`src/rtl/ysyx_23060184_mem_arbiter_pkg.sv`:
```
// rtl/ysyx_23060184_mem_arbiter_pkg.sv - shared widths, state/owner codes and request record for the memory arbiter
package ysyx_23060184_mem_arbiter_pkg;

  localparam int DATA_WIDTH       = 32;
  localparam int WMASK_LENGTH     = 4;
  localparam int ARB_STATE_LENGTH = 2;

  typedef enum logic [ARB_STATE_LENGTH-1:0] {
    ARB_IDLE = 2'd0,
    ARB_REQ  = 2'd1,
    ARB_WAIT = 2'd2,
    ARB_DONE = 2'd3
  } arb_state_e;

  typedef enum logic {
    ARB_OWN_IFU = 1'b0,
    ARB_OWN_LSU = 1'b1
  } arb_owner_e;

  typedef struct packed {
    logic [DATA_WIDTH-1:0]   addr;
    logic                    wen;
    logic [DATA_WIDTH-1:0]   wdata;
    logic [WMASK_LENGTH-1:0] wmask;
  } arb_req_t;

  // Grant vector is one-hot: bit 0 = IFU, bit 1 = LSU.
  function automatic arb_owner_e grant_to_owner(input logic [1:0] gnt);
    return gnt[1] ? ARB_OWN_LSU : ARB_OWN_IFU;
  endfunction

endpackage

```
`src/rtl/ysyx_23060184_mem_arbiter_if.sv`:
```
// rtl/ysyx_23060184_mem_arbiter_if.sv - IFU/LSU/memory bus bundle; arbiter takes slave, environment takes master
interface ysyx_23060184_mem_arbiter_if;
  import ysyx_23060184_mem_arbiter_pkg::*;

  logic                    ifu_req_valid;
  logic                    ifu_req_ready;
  logic [DATA_WIDTH-1:0]   ifu_addr;
  logic                    ifu_resp_valid;
  logic                    ifu_resp_ready;
  logic [DATA_WIDTH-1:0]   ifu_rdata;
  logic                    ifu_resp_err;

  logic                    lsu_req_valid;
  logic                    lsu_req_ready;
  logic [DATA_WIDTH-1:0]   lsu_addr;
  logic                    lsu_wen;
  logic [DATA_WIDTH-1:0]   lsu_wdata;
  logic [WMASK_LENGTH-1:0] lsu_wmask;
  logic                    lsu_resp_valid;
  logic                    lsu_resp_ready;
  logic [DATA_WIDTH-1:0]   lsu_rdata;
  logic                    lsu_resp_err;

  logic                    mem_req_valid;
  logic                    mem_req_ready;
  logic [DATA_WIDTH-1:0]   mem_addr;
  logic                    mem_wen;
  logic [DATA_WIDTH-1:0]   mem_wdata;
  logic [WMASK_LENGTH-1:0] mem_wmask;
  logic                    mem_resp_valid;
  logic                    mem_resp_ready;
  logic [DATA_WIDTH-1:0]   mem_rdata;
  logic                    mem_resp_err;

  modport slave (
    input  ifu_req_valid, ifu_addr, ifu_resp_ready,
    output ifu_req_ready, ifu_resp_valid, ifu_rdata, ifu_resp_err,
    input  lsu_req_valid, lsu_addr, lsu_wen, lsu_wdata, lsu_wmask, lsu_resp_ready,
    output lsu_req_ready, lsu_resp_valid, lsu_rdata, lsu_resp_err,
    output mem_req_valid, mem_addr, mem_wen, mem_wdata, mem_wmask, mem_resp_ready,
    input  mem_req_ready, mem_resp_valid, mem_rdata, mem_resp_err
  );

  modport master (
    output ifu_req_valid, ifu_addr, ifu_resp_ready,
    input  ifu_req_ready, ifu_resp_valid, ifu_rdata, ifu_resp_err,
    output lsu_req_valid, lsu_addr, lsu_wen, lsu_wdata, lsu_wmask, lsu_resp_ready,
    input  lsu_req_ready, lsu_resp_valid, lsu_rdata, lsu_resp_err,
    input  mem_req_valid, mem_addr, mem_wen, mem_wdata, mem_wmask, mem_resp_ready,
    output mem_req_ready, mem_resp_valid, mem_rdata, mem_resp_err
  );

endinterface

```
`src/rtl/ysyx_23060184_rr_pick2.sv`:
```
// rtl/ysyx_23060184_rr_pick2.sv - two-way round-robin pick; on a tie the side not granted last wins
module ysyx_23060184_rr_pick2
  import ysyx_23060184_mem_arbiter_pkg::*;
(
  input  logic       ifu_valid_i,
  input  logic       lsu_valid_i,
  input  arb_owner_e last_grant_i,
  output logic [1:0] grant_o
);

  always_comb begin
    grant_o = 2'b00;
    if (ifu_valid_i && lsu_valid_i) begin
      grant_o = (last_grant_i == ARB_OWN_LSU) ? 2'b01 : 2'b10;
    end else if (ifu_valid_i) begin
      grant_o = 2'b01;
    end else if (lsu_valid_i) begin
      grant_o = 2'b10;
    end
  end

endmodule

```
`src/rtl/ysyx_23060184_mem_arbiter.sv`:
```
// rtl/ysyx_23060184_mem_arbiter.sv - IFU/LSU to single memory port arbiter, one outstanding transaction
module ysyx_23060184_mem_arbiter
  import ysyx_23060184_mem_arbiter_pkg::*;
(
  input  logic                          clk,
  input  logic                          resetn,
  ysyx_23060184_mem_arbiter_if.slave    bus,
  output logic                          busy
);

  arb_state_e              state_q, state_d;
  arb_owner_e              owner_q, owner_d;
  arb_owner_e              last_grant_q, last_grant_d;
  arb_req_t                req_q, req_d;
  logic [DATA_WIDTH-1:0]   rdata_q, rdata_d;
  logic                    err_q, err_d;

  logic [1:0]              grant;
  logic                    ifu_req_ready, lsu_req_ready;
  logic                    ifu_resp_valid, lsu_resp_valid;
  logic                    mem_req_valid, mem_resp_ready;

  ysyx_23060184_rr_pick2 u_pick (
    .ifu_valid_i  (bus.ifu_req_valid),
    .lsu_valid_i  (bus.lsu_req_valid),
    .last_grant_i (last_grant_q),
    .grant_o      (grant)
  );

  always_ff @(posedge clk) begin
    if (!resetn) begin
      state_q      <= ARB_IDLE;
      owner_q      <= ARB_OWN_IFU;
      last_grant_q <= ARB_OWN_LSU;
      req_q        <= '0;
      rdata_q      <= '0;
      err_q        <= 1'b0;
    end else begin
      state_q      <= state_d;
      owner_q      <= owner_d;
      last_grant_q <= last_grant_d;
      req_q        <= req_d;
      rdata_q      <= rdata_d;
      err_q        <= err_d;
    end
  end

  always_comb begin
    state_d        = state_q;
    owner_d        = owner_q;
    last_grant_d   = last_grant_q;
    req_d          = req_q;
    rdata_d        = rdata_q;
    err_d          = err_q;
    ifu_req_ready  = 1'b0;
    lsu_req_ready  = 1'b0;
    ifu_resp_valid = 1'b0;
    lsu_resp_valid = 1'b0;
    mem_req_valid  = 1'b0;
    mem_resp_ready = 1'b0;

    case (state_q)
      ARB_IDLE: begin
        ifu_req_ready = grant[0];
        lsu_req_ready = grant[1];
        if (grant != 2'b00) begin
          owner_d      = grant_to_owner(grant);
          last_grant_d = grant_to_owner(grant);
          state_d      = ARB_REQ;
          if (grant[1]) begin
            req_d.addr  = bus.lsu_addr;
            req_d.wen   = bus.lsu_wen;
            req_d.wdata = bus.lsu_wdata;
            req_d.wmask = bus.lsu_wmask;
          end else begin
            // Fetches are reads; the write fields are forced clean.
            req_d.addr  = bus.ifu_addr;
            req_d.wen   = 1'b0;
            req_d.wdata = '0;
            req_d.wmask = '0;
          end
        end
      end
      ARB_REQ: begin
        mem_req_valid = 1'b1;
        if (bus.mem_req_ready) state_d = ARB_WAIT;
      end
      ARB_WAIT: begin
        mem_resp_ready = 1'b1;
        if (bus.mem_resp_valid) begin
          rdata_d = bus.mem_rdata;
          err_d   = bus.mem_resp_err;
          state_d = ARB_DONE;
        end
      end
      ARB_DONE: begin
        if (owner_q == ARB_OWN_IFU) begin
          ifu_resp_valid = 1'b1;
          if (bus.ifu_resp_ready) state_d = ARB_IDLE;
        end else begin
          lsu_resp_valid = 1'b1;
          if (bus.lsu_resp_ready) state_d = ARB_IDLE;
        end
      end
      default: state_d = ARB_IDLE;
    endcase
  end

  assign bus.ifu_req_ready  = ifu_req_ready;
  assign bus.lsu_req_ready  = lsu_req_ready;
  assign bus.ifu_resp_valid = ifu_resp_valid;
  assign bus.lsu_resp_valid = lsu_resp_valid;

  // Response data is steered to the owner only so the idle side never sees stale values.
  assign bus.ifu_rdata      = (owner_q == ARB_OWN_IFU) ? rdata_q : '0;
  assign bus.ifu_resp_err   = (owner_q == ARB_OWN_IFU) ? err_q   : 1'b0;
  assign bus.lsu_rdata      = (owner_q == ARB_OWN_LSU) ? rdata_q : '0;
  assign bus.lsu_resp_err   = (owner_q == ARB_OWN_LSU) ? err_q   : 1'b0;

  assign bus.mem_req_valid  = mem_req_valid;
  assign bus.mem_resp_ready = mem_resp_ready;
  assign bus.mem_addr       = req_q.addr;
  assign bus.mem_wen        = req_q.wen;
  assign bus.mem_wdata      = req_q.wdata;
  assign bus.mem_wmask      = req_q.wmask;

  assign busy = (state_q != ARB_IDLE);

endmodule

```
`src/flat_wrapper.sv`:
```
// flat-port wrapper written by rule: the top's interface ports become plain ports
module ysyx_23060184_mem_arbiter_flat import ysyx_23060184_mem_arbiter_pkg::*;
  (clk, resetn, busy, bus_ifu_req_valid, bus_ifu_addr, bus_ifu_resp_ready, bus_ifu_req_ready, bus_ifu_resp_valid, bus_ifu_rdata, bus_ifu_resp_err, bus_lsu_req_valid, bus_lsu_addr, bus_lsu_wen, bus_lsu_wdata, bus_lsu_wmask, bus_lsu_resp_ready, bus_lsu_req_ready, bus_lsu_resp_valid, bus_lsu_rdata, bus_lsu_resp_err, bus_mem_req_valid, bus_mem_addr, bus_mem_wen, bus_mem_wdata, bus_mem_wmask, bus_mem_resp_ready, bus_mem_req_ready, bus_mem_resp_valid, bus_mem_rdata, bus_mem_resp_err);
  ysyx_23060184_mem_arbiter_if bus_i ();
  input  logic clk;
  input  logic resetn;
  output logic busy;
  input wire logic [$bits(bus_i.ifu_req_valid)-1:0] bus_ifu_req_valid;
  input wire logic [$bits(bus_i.ifu_addr)-1:0] bus_ifu_addr;
  input wire logic [$bits(bus_i.ifu_resp_ready)-1:0] bus_ifu_resp_ready;
  output wire logic [$bits(bus_i.ifu_req_ready)-1:0] bus_ifu_req_ready;
  output wire logic [$bits(bus_i.ifu_resp_valid)-1:0] bus_ifu_resp_valid;
  output wire logic [$bits(bus_i.ifu_rdata)-1:0] bus_ifu_rdata;
  output wire logic [$bits(bus_i.ifu_resp_err)-1:0] bus_ifu_resp_err;
  input wire logic [$bits(bus_i.lsu_req_valid)-1:0] bus_lsu_req_valid;
  input wire logic [$bits(bus_i.lsu_addr)-1:0] bus_lsu_addr;
  input wire logic [$bits(bus_i.lsu_wen)-1:0] bus_lsu_wen;
  input wire logic [$bits(bus_i.lsu_wdata)-1:0] bus_lsu_wdata;
  input wire logic [$bits(bus_i.lsu_wmask)-1:0] bus_lsu_wmask;
  input wire logic [$bits(bus_i.lsu_resp_ready)-1:0] bus_lsu_resp_ready;
  output wire logic [$bits(bus_i.lsu_req_ready)-1:0] bus_lsu_req_ready;
  output wire logic [$bits(bus_i.lsu_resp_valid)-1:0] bus_lsu_resp_valid;
  output wire logic [$bits(bus_i.lsu_rdata)-1:0] bus_lsu_rdata;
  output wire logic [$bits(bus_i.lsu_resp_err)-1:0] bus_lsu_resp_err;
  output wire logic [$bits(bus_i.mem_req_valid)-1:0] bus_mem_req_valid;
  output wire logic [$bits(bus_i.mem_addr)-1:0] bus_mem_addr;
  output wire logic [$bits(bus_i.mem_wen)-1:0] bus_mem_wen;
  output wire logic [$bits(bus_i.mem_wdata)-1:0] bus_mem_wdata;
  output wire logic [$bits(bus_i.mem_wmask)-1:0] bus_mem_wmask;
  output wire logic [$bits(bus_i.mem_resp_ready)-1:0] bus_mem_resp_ready;
  input wire logic [$bits(bus_i.mem_req_ready)-1:0] bus_mem_req_ready;
  input wire logic [$bits(bus_i.mem_resp_valid)-1:0] bus_mem_resp_valid;
  input wire logic [$bits(bus_i.mem_rdata)-1:0] bus_mem_rdata;
  input wire logic [$bits(bus_i.mem_resp_err)-1:0] bus_mem_resp_err;
  assign bus_i.ifu_req_valid = bus_ifu_req_valid;
  assign bus_i.ifu_addr = bus_ifu_addr;
  assign bus_i.ifu_resp_ready = bus_ifu_resp_ready;
  assign bus_ifu_req_ready = bus_i.ifu_req_ready;
  assign bus_ifu_resp_valid = bus_i.ifu_resp_valid;
  assign bus_ifu_rdata = bus_i.ifu_rdata;
  assign bus_ifu_resp_err = bus_i.ifu_resp_err;
  assign bus_i.lsu_req_valid = bus_lsu_req_valid;
  assign bus_i.lsu_addr = bus_lsu_addr;
  assign bus_i.lsu_wen = bus_lsu_wen;
  assign bus_i.lsu_wdata = bus_lsu_wdata;
  assign bus_i.lsu_wmask = bus_lsu_wmask;
  assign bus_i.lsu_resp_ready = bus_lsu_resp_ready;
  assign bus_lsu_req_ready = bus_i.lsu_req_ready;
  assign bus_lsu_resp_valid = bus_i.lsu_resp_valid;
  assign bus_lsu_rdata = bus_i.lsu_rdata;
  assign bus_lsu_resp_err = bus_i.lsu_resp_err;
  assign bus_mem_req_valid = bus_i.mem_req_valid;
  assign bus_mem_addr = bus_i.mem_addr;
  assign bus_mem_wen = bus_i.mem_wen;
  assign bus_mem_wdata = bus_i.mem_wdata;
  assign bus_mem_wmask = bus_i.mem_wmask;
  assign bus_mem_resp_ready = bus_i.mem_resp_ready;
  assign bus_i.mem_req_ready = bus_mem_req_ready;
  assign bus_i.mem_resp_valid = bus_mem_resp_valid;
  assign bus_i.mem_rdata = bus_mem_rdata;
  assign bus_i.mem_resp_err = bus_mem_resp_err;
  ysyx_23060184_mem_arbiter u_core (.clk(clk), .resetn(resetn), .bus(bus_i), .busy(busy));
endmodule
```
`config.mk`:
```
export PLATFORM = sky130hd
export DESIGN_NAME = ysyx_23060184_mem_arbiter_flat
export DESIGN_NICKNAME = d
export VERILOG_FILES = /design/src/rtl/ysyx_23060184_mem_arbiter_pkg.sv /design/src/rtl/ysyx_23060184_mem_arbiter_if.sv /design/src/rtl/ysyx_23060184_rr_pick2.sv /design/src/rtl/ysyx_23060184_mem_arbiter.sv /design/src/flat_wrapper.sv
export SDC_FILE = /design/constraint.sdc
export NUM_CORES = 1
export LEC_CHECK = 0
export BUFFER_PORTS_ARGS = -buffer_cell sky130_fd_sc_hd__buf_2
export CAP_MARGIN = 5
export CORE_MARGIN = 3
export CORE_UTILIZATION = 40
export CTS_BUF_LIST = sky130_fd_sc_hd__clkbuf_16
export DETAILED_ROUTE_END_ITERATION = 10
export PLACE_DENSITY_LB_ADDON = 0.2
export SETUP_SLACK_MARGIN = 0.05
export SLEW_MARGIN = 20
export SYNTH_ARGS = -nofsm -noshare
export SYNTH_HDL_FRONTEND = slang
export SYNTH_HIERARCHICAL = 1
export SYNTH_SLANG_ARGS = --single-unit
```
`constraint.sdc`:
```
create_clock -name clk -period 2.15 [get_ports clk]
set_clock_uncertainty 0.05 [all_clocks]
set_input_delay 0.215 -clock clk [delete_from_list [all_inputs] [get_ports clk]]
set_output_delay 0.215 -clock clk [all_outputs]
set_load 0.01 [all_outputs]
```
==> metrics <==
Reg2Reg Capture Point u_core/bus.mem_wdata[10]$_SDFFE_PN0P_; critical path class reg -> out; Post-Layout Cell Count 929; P_sw 2.08 mW; power density cells 951 nW/um^2; Worst-Margin Slew 0.502 ns; most common cell in the synthesized netlist dfxtp_1; Fill cells 1046; first-pass GRT wire length 20600 um; CP startpoint kind flip-flop; Synth Cell Area 4760 um^2; Rows 39; share of layout cells above drive strength 1 39.9%; Worst Path Arrival 1.71 ns; die width 115 um; peak supply drop 0.000549 V; Syn Nets 667; sequential cell area fraction in the yosys report 44.6%; reg-to-reg slack, setup 0.34 ns; Post-DP HPWL 10100 um; met3 Use GR 3.84%; Synth area leader dfxtp_1; Worst-path clk slew 0.06 ns; Worst Setup SP u_core/state_q[1]$_SDFFE_PN0P_; period utilization 91.7%; met1 Usage GRT 22.8%; area grow syn2layout 37.7%; share of power burned in registers 41.9%; number of clock sinks 106; met2 Use GR 33.6%; distinct cell type count after synthesis 26; Slew headroom 66.6%; die area 13200 um^2; Post-CTS Hold Buffers 0; drt first pass iters 7; Fin. Hold Viols 0; 1st-iter DRT viols 236; vias in the first global route 4317; logic gate share of total power 32.8%; initial antenna violation count 0; Pleak 3.50 nW; hold slack 0.0783 ns; Core ar. 11500 um^2; Reg-to-Reg Start u_core/state_q[0]$_SDFFE_PN0P_; hold depth 3; placed insts 914; worst skew pair latency 0.33 ns; gpl congestion 0.793; GR peak layer met2; Clock Power Share 25.2%; EDFF count, synth 0; share of the synthesized area in the top cell type 44.6%; Hold Path Origin bus_mem_resp_err; Post-Synthesis Cells 521; largest net degree at the start of global routing 109; outcome completed; required time worst endpoint 1.88 ns; WL/cell 14.2 um; Min-Delay Endpoint u_core/err_q$_SDFFE_PN0P_; ANT nets after route 0; Vias 4521; Congestion Overflow GR 0; IO buf count 283; final number of max-transition violations 0; reg2reg path depth 7; RSZ-0062 raised after global routing no; Synth area leaders dfxtp_1 (45%), nor2b_1 (9.3%), nand2_1 (8.3%); Synth Register Bits 106; Most used DFF post-synth dfxtp_1; Hold WC Path Type in -> reg; CTS max path bufs 2; YS warnings 6; DRC viols 0; Final #Nets 928; ys async rst share 0%; Setup crit end kind output port; Net Sw Frac 33.4%; post-detailed-route via-to-cell ratio 4.87; TritonCTS Buffers 9; die height 115 um; Initial Util 41.3%; most frequent cells after synthesis dfxtp_1 (106), nand2_1 (105), nor2b_1 (71); I/O pin count 284; # diodes 0; Overall Global Routing Usage 19.2%; internal power 4.14 mW; Synth Area per Inst 9.13 um^2; final wirelength 13200 um; Root Driver clkbuf_16; minimum clock period 1.97 ns; Setup TNS 0 ns; H-tree levels 3; Max Clk Rate 507 MHz; Max Cap Viol 0; CP max FO 39; TritonCTS clock tree yes; Pwr Total 6.23 mW; Setup-failing EPs final 0
-- layer usage --
layer	routed length [um]	vias to the layer above	part of all wire, %
met2	6490	193	49
met1	5360	2031	40
met5	0	-	0
met3	1040	25	7.8
met4	345	0	2.6
li1	-	2272	-
-- kinds of logic after synthesis --
group,synth area share [%]
simple gates,23.1
buf+inv,5.42
fa+ha+maj,1.05
flops,44.6
mux,7.15
compound gates,18.7
-- critical path, cell delays in order, from the launching register on --
cell and delay (ns):
dfxtp_1 0.34, inv_1 0.09, ha_1 0.26, nand2_2 0.11
inv_2 0.13, buf_8 0.25, buf_2 0.18
-- cells in the final DEF, fill, tap and decap left out, types with 2 or more instances in the layout --
cell        count
clkinvlp_4      2
o211a_1        32
nand2_1       105
ha_1            4
and2_1         34
a21boi_0       33
buf_12          3
nand2_2         2
buf_4           6
nor2b_1        71
clkbuf_16       9
a22oi_1        37
mux2i_1        34
clkinv_2        2
buf_2         283
dfxtp_1       105
inv_2           2
inv_1           8
-- area by class of cell --
type                       count  area, um^2  area share, %
sequential                   106        2120           32.4
inverter                      10        37.5          0.573
timing repair buffer         293        1540           23.5
multi-input combinational    362        2390           36.5
tap                          143         179           2.73
clock buffer                   9         225           3.44
clock inverter                 6        58.8          0.898
-- per-stage QoR --
stage | area (um^2) | setup WS [ns] | utilization (%)
after floorplan | 4760 | 0.632 | -
after detailed placement | 6260 | 0.355 | 54.3
after global placement | 6260 | 0.454 | 54.3
after CTS | 6550 | 0.116 | 56.8
after global routing | 6550 | 0.0735 | 56.9
final | 6550 | 0.177 | 56.9
-- flip-flops by register name (all words and copies together), names as in the netlist --
| register | cells |
|---|---|
| u_core/bus.mem_addr | 32 |
| u_core/bus.mem_wdata | 32 |
| u_core/bus.mem_wen | 1 |
| u_core/bus.mem_wmask | 4 |
| u_core/err_q | 1 |
| u_core/last_grant_q | 1 |
| u_core/owner_q | 1 |
| u_core/rdata_q | 32 |
| u_core/state_q | 2 |
-- worst max path at each step --
stage	endpoint	slack, ns	cells after the start
4_1_cts	bus_lsu_req_ready	0.12	6
3_3_place_gp	bus_lsu_req_ready	0.45	6
6_report	bus_lsu_req_ready	0.18	6
5_1_grt	bus_lsu_req_ready	0.07	6
2_1_floorplan	u_core/state_q[0]$_SDFFE_PN0P_	0.63	5
3_5_place_dp	u_core/bus.mem_addr[17]$_SDFFE_PN0P_	0.36	7
-- power groups by stage --
| stage | registers, mW | clock network, mW | logic [mW] |
|---|---|---|---|
| 2_1_floorplan | 2.75 | 0 | 1.17 |
| 3_3_place_gp | 2.63 | 0 | 2.00 |
| 3_5_place_dp | 2.65 | 0 | 2.06 |
| 4_1_cts | 2.61 | 1.63 | 2.07 |
| 5_1_grt | 2.67 | 1.70 | 2.27 |
| 6_report | 2.61 | 1.57 | 2.04 |
-- timing repair --
action,4_1_cts,5_1_grt
gates resized for setup,1,1
endpoints found under the setup margin,1,1
buffers inserted,0,0
Note: power is estimated with default switching activity, not from simulation.
